[src/rtl/ex_operand_issue_pkg.sv]
// ALU opcode encodings, latency classes and ID/EX bundle types
// shared by the decoder, the issue stage and the ALU.
package ex_operand_issue_pkg;

    localparam logic [5:0] SEL_ADD    = 6'b000000;
    localparam logic [5:0] SEL_SUB    = 6'b000001;
    localparam logic [5:0] SEL_AND    = 6'b000010;
    localparam logic [5:0] SEL_OR     = 6'b000011;
    localparam logic [5:0] SEL_XOR    = 6'b000100;
    localparam logic [5:0] SEL_SLL    = 6'b000101;
    localparam logic [5:0] SEL_SRL    = 6'b000110;
    localparam logic [5:0] SEL_SRA    = 6'b000111;
    localparam logic [5:0] SEL_MUL    = 6'b001000;
    localparam logic [5:0] SEL_MULH   = 6'b001001;
    localparam logic [5:0] SEL_MULHSU = 6'b001010;
    localparam logic [5:0] SEL_MULHU  = 6'b001011;
    localparam logic [5:0] SEL_DIV    = 6'b001100;
    localparam logic [5:0] SEL_DIVU   = 6'b001101;
    localparam logic [5:0] SEL_REM    = 6'b001110;
    localparam logic [5:0] SEL_REMU   = 6'b001111;

    localparam int OPSEL_PC_BIT  = 0;
    localparam int OPSEL_IMM_BIT = 1;

    typedef enum logic [1:0] {
        LAT_ALU,
        LAT_MUL,
        LAT_DIV
    } lat_class_e;

    typedef enum logic [1:0] {
        ST_EMPTY,
        ST_FIRST,
        ST_WAIT,
        ST_DONE
    } issue_state_e;

    typedef struct packed {
        logic [31:0] pc;
        logic [31:0] rs1_data;
        logic [31:0] rs2_data;
        logic [31:0] imm;
        logic [4:0]  rs1_addr;
        logic [4:0]  rs2_addr;
        logic [4:0]  rd_addr;
        logic [5:0]  select;
        logic [1:0]  op_sel;
    } id_ex_t;

    function automatic lat_class_e lat_class(input logic [5:0] sel);
        lat_class_e c;
        unique case (1'b1)
            (sel[5:2] == 4'b0010): c = LAT_MUL;
            (sel[5:2] == 4'b0011): c = LAT_DIV;
            default:               c = LAT_ALU;
        endcase
        return c;
    endfunction

endpackage

[src/rtl/ex_operand_issue_forward.sv]
// Bypass select for one source operand: the youngest in-flight
// writer wins, x0 is never bypassed.
module operand_forward
    import ex_operand_issue_pkg::*;
(
    input  logic [4:0]  rs_addr,
    input  logic [31:0] rf_data,
    input  logic [4:0]  exmem_rd_addr,
    input  logic [31:0] exmem_result,
    input  logic [4:0]  memwb_rd_addr,
    input  logic [31:0] memwb_result,
    output logic [31:0] fwd_data
);

    logic nz;
    logic hit_ex;
    logic hit_wb;

    assign nz     = (rs_addr != 5'd0);
    assign hit_ex = nz && (exmem_rd_addr == rs_addr);
    assign hit_wb = nz && (memwb_rd_addr == rs_addr) && !hit_ex;

    always_comb begin
        fwd_data = rf_data;
        unique case (1'b1)
            hit_ex:  fwd_data = exmem_result;
            hit_wb:  fwd_data = memwb_result;
            default: fwd_data = rf_data;
        endcase
    end

endmodule

[src/rtl/ex_operand_issue.sv]
// ID/EX issue stage: captures decoded ops, resolves bypasses on the
// first EX cycle and holds operands for multi-cycle RV32M ops.
module ex_operand_issue
    import ex_operand_issue_pkg::*;
#(
    parameter int MUL_CYCLES = 2,
    parameter int DIV_CYCLES = 4
) (
    input  logic        clk,
    input  logic        reset,
    input  logic        id_valid,
    output logic        id_ready,
    input  logic [31:0] id_pc,
    input  logic [31:0] id_rs1_data,
    input  logic [31:0] id_rs2_data,
    input  logic [31:0] id_imm,
    input  logic [4:0]  id_rs1_addr,
    input  logic [4:0]  id_rs2_addr,
    input  logic [4:0]  id_rd_addr,
    input  logic [5:0]  id_select,
    input  logic [1:0]  id_op_sel,
    input  logic        flush,
    input  logic [4:0]  exmem_rd_addr,
    input  logic [31:0] exmem_result,
    input  logic [4:0]  memwb_rd_addr,
    input  logic [31:0] memwb_result,
    input  logic        ex_ready,
    output logic [31:0] alu_data1,
    output logic [31:0] alu_data2,
    output logic [5:0]  alu_select,
    output logic        ex_valid,
    output logic [4:0]  ex_rd_addr,
    output logic [31:0] ex_rs2_data
);

    localparam int MAXC = (MUL_CYCLES > DIV_CYCLES) ? MUL_CYCLES : DIV_CYCLES;
    localparam int CW   = $clog2(MAXC + 1);

    issue_state_e  state;
    logic [CW-1:0] cnt;
    logic [CW-1:0] lat_cycles;
    id_ex_t        id_q;
    id_ex_t        id_in;
    logic [31:0]   d1_h;
    logic [31:0]   d2_h;
    logic [31:0]   rs2_h;
    logic [31:0]   fwd1;
    logic [31:0]   fwd2;
    logic [31:0]   live_d1;
    logic [31:0]   live_d2;
    logic          in_first;
    logic          last_cyc;
    logic          capture;

    operand_forward u_fwd_rs1 (
        .rs_addr       (id_q.rs1_addr),
        .rf_data       (id_q.rs1_data),
        .exmem_rd_addr (exmem_rd_addr),
        .exmem_result  (exmem_result),
        .memwb_rd_addr (memwb_rd_addr),
        .memwb_result  (memwb_result),
        .fwd_data      (fwd1)
    );

    operand_forward u_fwd_rs2 (
        .rs_addr       (id_q.rs2_addr),
        .rf_data       (id_q.rs2_data),
        .exmem_rd_addr (exmem_rd_addr),
        .exmem_result  (exmem_result),
        .memwb_rd_addr (memwb_rd_addr),
        .memwb_result  (memwb_result),
        .fwd_data      (fwd2)
    );

    always_comb begin
        id_in.pc       = id_pc;
        id_in.rs1_data = id_rs1_data;
        id_in.rs2_data = id_rs2_data;
        id_in.imm      = id_imm;
        id_in.rs1_addr = id_rs1_addr;
        id_in.rs2_addr = id_rs2_addr;
        id_in.rd_addr  = id_rd_addr;
        id_in.select   = id_select;
        id_in.op_sel   = id_op_sel;
    end

    always_comb begin
        lat_cycles = CW'(1);
        unique case (lat_class(id_select))
            LAT_MUL: lat_cycles = CW'(MUL_CYCLES);
            LAT_DIV: lat_cycles = CW'(DIV_CYCLES);
            default: lat_cycles = CW'(1);
        endcase
    end

    assign in_first = (state == ST_FIRST);
    assign last_cyc = (in_first || state == ST_WAIT) && (cnt == CW'(1));

    assign live_d1 = id_q.op_sel[OPSEL_PC_BIT]  ? id_q.pc  : fwd1;
    assign live_d2 = id_q.op_sel[OPSEL_IMM_BIT] ? id_q.imm : fwd2;

    // Bypass is only live in FIRST; afterwards the ALU sees frozen copies.
    assign alu_data1   = in_first ? live_d1 : d1_h;
    assign alu_data2   = in_first ? live_d2 : d2_h;
    assign ex_rs2_data = in_first ? fwd2    : rs2_h;
    assign alu_select  = id_q.select;
    assign ex_rd_addr  = id_q.rd_addr;

    assign ex_valid = !flush && (last_cyc || state == ST_DONE);
    assign id_ready = !flush && (state == ST_EMPTY || (ex_valid && ex_ready));
    assign capture  = id_valid && id_ready;

    always_ff @(posedge clk or posedge reset) begin
        if (reset) begin
            state <= ST_EMPTY;
            cnt   <= '0;
            id_q  <= '0;
            d1_h  <= '0;
            d2_h  <= '0;
            rs2_h <= '0;
        end else begin
            if (in_first) begin
                d1_h  <= live_d1;
                d2_h  <= live_d2;
                rs2_h <= fwd2;
            end
            if (flush) begin
                state <= ST_EMPTY;
            end else if (capture) begin
                state <= ST_FIRST;
                cnt   <= lat_cycles;
                id_q  <= id_in;
            end else begin
                unique case (state)
                    ST_EMPTY: state <= ST_EMPTY;
                    ST_FIRST,
                    ST_WAIT: begin
                        if (cnt == CW'(1)) begin
                            state <= ex_ready ? ST_EMPTY : ST_DONE;
                        end else begin
                            state <= ST_WAIT;
                            cnt   <= cnt - CW'(1);
                        end
                    end
                    ST_DONE: begin
                        if (ex_ready) state <= ST_EMPTY;
                    end
                    default: state <= ST_EMPTY;
                endcase
            end
        end
    end

endmodule

[config.mk]
export PLATFORM = sky130hd
export DESIGN_NAME = ex_operand_issue
export DESIGN_NICKNAME = d
export VERILOG_FILES = /design/src/rtl/ex_operand_issue_pkg.sv /design/src/rtl/ex_operand_issue_forward.sv /design/src/rtl/ex_operand_issue.sv
export SDC_FILE = /design/constraint.sdc
export NUM_CORES = 1
export LEC_CHECK = 0
export ABC_AREA = 1
export CAP_MARGIN = 20
export CORE_UTILIZATION = 35
export DETAILED_ROUTE_END_ITERATION = 12
export GPL_TIMING_DRIVEN = 1
export PLACE_DENSITY_LB_ADDON = 0.12
export RECOVER_POWER = 25
export SYNTH_ARGS = -nofsm -noshare
export SYNTH_HDL_FRONTEND = slang
export SYNTH_SLANG_ARGS = --single-unit
[constraint.sdc]
create_clock -name clk -period 8 [get_ports clk]
set_input_delay 0.8 -clock clk [delete_from_list [all_inputs] [get_ports clk]]
set_output_delay 0.8 -clock clk [all_outputs]
set_load 0.03 [all_outputs]
# Word level (Yosys, flattened, before mapping)
# Index checks and enable logic that the tools add are counted.
# word_totals
input_bits	230
out_inout_bits	109
reg_bits	252
# op_classes
eq_ne	14
n_reduce_logical	24
addsub	1
mux	18
bitwise_logic	1
# op_table
cell	n
two-way mux 32 bit	5
one-hot mux 32 bit (2 select lines)	2
== test 5 bit	4
logical AND 1 bit	11
two-way mux 2 bit	5
nonzero test 5 bit	2
two-way mux 3 bit	3
== test 4 x 2 -> 1 bit (second input constant)	2
== test 2 bit (second input constant)	3
one-hot mux 2 bit (3 select lines)	1
one-hot mux 3 bit (2 select lines)	1
== test 2 x 1 -> 1 bit (second input constant)	2
!= test 4 bit (second input constant)	1
one-hot mux 2 bit (2 select lines)	1
== test 3 x 1 -> 1 bit (second input constant)	1
logical NOT 1 bit	3
logical OR 1 bit	3
AND reduction 3 bit	1
subtractor 3 x 1 -> 3 bit (second input constant)	1
logical NOT 2 bit	1
!= test 2 bit (second input constant)	1
AND reduction 2 bit	1
nonzero test 2 bit	1
OR reduction 2 bit	1
inverter 1 bit	1

# Longest topological paths before layout
# logic_depth
depth_word	11
mapped_depth	14
ltp_nobuf	12

# Cells and area by module
# Synthesis repeated with hierarchy kept, for this count alone.
# unflattened
hier_cells	1549
hier_area_um2	13430.4
# modules_own_cells
module	area_each_um2	instances	cells_per_inst	seq_area_each_um2
ex_operand_issue	10637.7	1	1151	6306.0
operand_forward	1396.3	2	199	0.0

# Worst setup path after synthesis
# No wires, ideal clock.
# synth_timing
path_kind	input to output
startpoint	input memwb_rd_addr[1]
endpoint	output alu_data1[30]
arrival_ps	1944
stages	9
setup_slack_ps	5256
cell_sequence	xor2_1 > nor2_1 > nand2_1 > nor2_1 > buf_2 > nand3_1 > nand3_1 > nand2_1 > nand2_1
# synth_via
elab_chain_len	6
# synth_rtl
item	line	source
from (decl)	ex_operand_issue.sv:25	input logic [4:0] memwb_rd_addr,
== test 5 bit	ex_operand_issue_forward.sv:21	assign hit_wb = nz && (memwb_rd_addr == rs_addr) && !hit_ex;
logical AND 1 bit (2 in series)	ex_operand_issue_forward.sv:21	
one-hot mux 32 bit (2 select lines)	ex_operand_issue_forward.sv:25	unique case (1'b1)
two-way mux 32 bit	ex_operand_issue.sv:99	assign live_d1 = id_q.op_sel[OPSEL_PC_BIT] ? id_q.pc : fwd1;
two-way mux 32 bit	-	
to (decl)	ex_operand_issue.sv:28	output logic [31:0] alu_data1,
# Every way passes these cells.

# Final worst setup path
# layout_timing
startpoint	input flush
endpoint	register id_q[72] (netlist bit)
# layout_via
elab_chain_len	7
elab_cells_between_ends	8
# layout_rtl
item	line	source
from (decl)	ex_operand_issue.sv:22	input logic flush,
logical NOT 1 bit	ex_operand_issue.sv:109, ex_operand_issue.sv:110	
logical AND 1 bit	ex_operand_issue.sv:109	assign ex_valid = !flush && (last_cyc || state == ST_DONE);
logical AND 1 bit	ex_operand_issue.sv:110	assign id_ready = !flush && (state == ST_EMPTY || (ex_valid && ex_ready));
logical OR 1 bit	ex_operand_issue.sv:110	
logical AND 1 bit	ex_operand_issue.sv:110	
logical AND 1 bit	ex_operand_issue.sv:111	assign capture = id_valid && id_ready;
AND reduction 2 bit (no source line) *	-	
to (signal assigned)	ex_operand_issue.sv:132	id_q <= id_in;
to (decl)	ex_operand_issue.sv:42	id_ex_t id_q;
# Mark *: on every way between the ends. The rest lies on a longest branch, timed or not.
# A chain may end at the register's enable or synchronous reset.

==> impl_metrics.env <==
export IMPL_netSwitchingFraction_pct=40.9
export IMPL_die_w_um=190
export IMPL_overflow=0
export IMPL_die_area_um2=36000
export IMPL_worstRegToRegCells=13
export IMPL_rr_startpoint="state[0]"
export IMPL_synthAdderAreaFrac_pct=0.709
export IMPL_num_antenna_cells=0
export IMPL_slowest_stage="nand3_1"
export IMPL_cts_tree="built"
export IMPL_core_area_um2=34600
export IMPL_gp_congestion=0.825
export IMPL_drtAntennaViolNets=0
export IMPL_grt_pass1_wl_um=65400
export IMPL_status="complete, but fails checks"
export IMPL_cp_start_kind="input port"
export IMPL_synth_warnings=0
export IMPL_p_comb_share_pct=45.4
export IMPL_synth_flop_cell="dfrtp_1"
export IMPL_synth_simple_area_share_pct=35.4
export IMPL_holdWs_ps=472
export IMPL_max_stage_delay_ps=1810
export IMPL_postLayoutCellArea_um2=16700
export IMPL_period_minus_slack_ps=5820
export IMPL_cp_end_kind="register"
export IMPL_failed_checks="max-capacitance violations, max-slew violations"
export IMPL_finalHoldViolCount=0
export IMPL_synth_cells=1617
export IMPL_grt_pass1_vias=11800
export IMPL_required_ps=8480
export IMPL_crit_family="buffers and inverters"
export IMPL_crit_arrival_ps=6300
export IMPL_cts_clk_slew_worst_paths_ps=60
export IMPL_drv_cap=2
export IMPL_drt_iter0_markers=832
export IMPL_crit_buf_inv=5
export IMPL_syn_num_nets=1854
export IMPL_worst_slew_pin_slew_ps=5420
export IMPL_r2r_end="id_q[72]"
export IMPL_start_util_pct=35.7
export IMPL_skew_ps=11.5
export IMPL_synth_edf_count=0
export IMPL_r2r_setup_slack_ps=2220
export IMPL_p_seq_share_pct=32.6
export IMPL_max_freq_ghz=0.172
export IMPL_fin_tns_setup_ps=0
export IMPL_cts_made_buffers=29
export IMPL_grt_usage_pct=23.2
export IMPL_rsz0062_at_grt="false"
export IMPL_whs_path_depth=2
export IMPL_slew_headroom_pct=-263
export IMPL_cts_setup_buffers=0
export IMPL_power_total_mw=6.05
export IMPL_clockBufferDepth=3
export IMPL_syn_cell_area_um2=12400
export IMPL_htreeDepth=1
export IMPL_wl_um=42200
export IMPL_synth_top_family_by_area="simple AND/OR/NAND/NOR gates"
export IMPL_yosysSeqAreaShare_pct=51.1
export IMPL_synth_cell_types=27
export IMPL_startpoint="flush"
export IMPL_ys_seq_elements=252
export IMPL_cts_hold_buf=0
export IMPL_drv_slew=182
export IMPL_setup_viol=0
export IMPL_dp_hpwl_um=27300
export IMPL_place_area_um2=15800
export IMPL_die_y_um=190
export IMPL_portBuffers=338
export IMPL_hold_path_class="reg2reg"
export IMPL_areaGrowthSynthToFinish_pct=35.4
export IMPL_ir_drop_uv=228
export IMPL_synthMuxAreaShare_pct=0
export IMPL_worstPathMaxFanout=135
export IMPL_nets=2118
export IMPL_drc=0
export IMPL_min_delay_start="d1_h[11]"
export IMPL_hold_end="d1_h[11]"
export IMPL_p_int_mw=3.58
export IMPL_route_vias_total=11800
export IMPL_rows=68
export IMPL_synth_xor_area_share_pct=1.06
export IMPL_p_clk_share_pct=22.0
export IMPL_io_pins=339
export IMPL_firstDrtPassIters=5
export IMPL_layout_setup_ws_ps=2180
export IMPL_p_leak_nw=8.16
export IMPL_clock_sinks=252
export IMPL_layout_drive_gt1_share_pct=3.84
export IMPL_insertion_delay_ps=550
export IMPL_fin_crit_sh_pct=72.8
export IMPL_cp_common_cell="nand2_1"
export IMPL_powerDensity_nw_per_um2=362
export IMPL_cts_root_buf="clkbuf_16"
export IMPL_grt_max_degree=136
export IMPL_synth_compound_area_share_pct=4.52
export IMPL_wl_per_cell_um=17.9
export IMPL_critPathKind="in2reg"
export IMPL_antenna_found_initial=2
export IMPL_pre_cts_slack_ps=2750
export IMPL_cp_cell_sequence="clkdlybuf4s50_1 > inv_2 > nand2_1 > inv_2 > nand2_1 > nand2_2 > nand2_1 > nand2_2 > nand3_1 > inv_6 > buf_4 > nand2_1 > nand2_1"
export IMPL_cts_resized=0
export IMPL_p_switching_mw=2.48
export IMPL_synthArstFlopShare_pct=100
export IMPL_vias_per_cell=5.00
export IMPL_syn_area_per_cell_um2=7.64
[final cells by class]
type                    count  area, µm²
clock buffers              41        821
multi-input cells        1185       5180
flip-flops and latches    252       6310
clock inverters             9        120
fillers                  3424      17900
inverters                  67        263
repair buffers            346       3460
well taps                 455        569
[state kept, by name, summed over array words and instances (netlist names)]
name        flops
cnt             3
state           2
alu_select      6
rs2_h          32
ex_rd_addr      5
d2_h           32
d1_h           32
id_q          140
[cells by family after synthesis]
kind of cell / Yosys count
and+or+nand+nor: 1053
adders and majority gates: 7
buffers and inverters: 180
AOI/OAI and AO/OA: 110
DFF: 252
xor gates and xnor gates: 15
[cell usage after synthesis, types with 2 or more instances]
cell type	instances	area [µm²]
buf_1	7	26.3
buf_4	13	97.6
nand3_1	233	1170
buf_6	15	169
nand2_2	2	12.5
inv_2	7	26.3
nand2_1	699	2620
o21ai_0	42	210
nor2_1	76	285
nand3_2	2	20.0
nor3_1	2	10.0
a21oi_1	65	325
and2_1	2	12.5
xor2_1	8	70.1
clkbuf_1	37	139
inv_1	59	221
xnor2_1	7	61.3
nand4_1	32	200
o211ai_1	3	22.5
nor4_1	2	12.5
dfrtp_1	252	6310
ha_1	7	87.6
buf_2	41	205
[worst max path at each step]
stage               endpoint  slack (ps)  cells after the start
2_1_floorplan  alu_select[0]         270                      1
3_3_place_gp   alu_data2[30]        2760                     10
3_5_place_dp   alu_data2[30]        2750                     10
4_1_cts        alu_data2[30]        2730                     10
5_1_grt             id_q[72]        1520                     13
6_report            id_q[72]        2180                     13
[stage by stage]
| stage | std cells | util, % |
|---|---|---|
| 2_1_floorplan | 1617 | - |
| 3_3_place_gp | 2304 | 45.5 |
| 3_5_place_dp | 2304 | 45.5 |
| 4_1_cts | 2354 | 48.3 |
| 5_1_grt | 2355 | 48.3 |
| 6_report | 2355 | 48.3 |
[worst reg2reg max path, stage by stage, from the launching register on]
cell and delay, ps:
dfrtp_1 410, inv_1 60, ha_1 280, nand2_1 90
inv_2 50, nand2_1 50, nand2_2 80, nand2_1 80
nand2_2 60, nand3_1 1810, inv_6 1790, buf_4 680
nand2_1 180, nand2_1 90
[cell usage in the layout (no fill, tap or decap), types with 5 or more instances in the layout]
cell / n
inv_2: 8
clkdlybuf4s50_1: 326
clkbuf_16: 29
clkinv_2: 6
ha_1: 6
dlygate4sd3_1: 12
o21ai_0: 42
xnor2_1: 7
dfrtp_1: 251
nand4_1: 32
nor2_1: 75
nand2_1: 699
nand3_1: 233
clkbuf_8: 5
inv_1: 56
buf_4: 7
clkbuf_1: 7
xor2_1: 8
a21oi_1: 65
[layer usage]
| layer | vias to the layer above | GRT usage (%) | share of wire (%) |
|---|---|---|---|
| met5 | - | 0 | 0.064 |
| met1 | 5537 | 31.5 | 43 |
| met4 | 4 | 8.28 | 3.2 |
| met2 | 469 | 36.6 | 46 |
| li1 | 5683 | - | - |
| met3 | 81 | 4.59 | 7.5 |
[power by group through the flow]
stage | clock network (mW) | registers (mW) | logic [mW]
after floorplan | 0 | 1.93 | 1.77
after CTS | 1.37 | 1.97 | 2.77
final | 1.33 | 1.98 | 2.75
after global routing | 1.41 | 2.03 | 3.00
after global placement | 0 | 1.98 | 2.74
after detailed placement | 0 | 1.99 | 2.75
(Power assumes the default switching activity.)
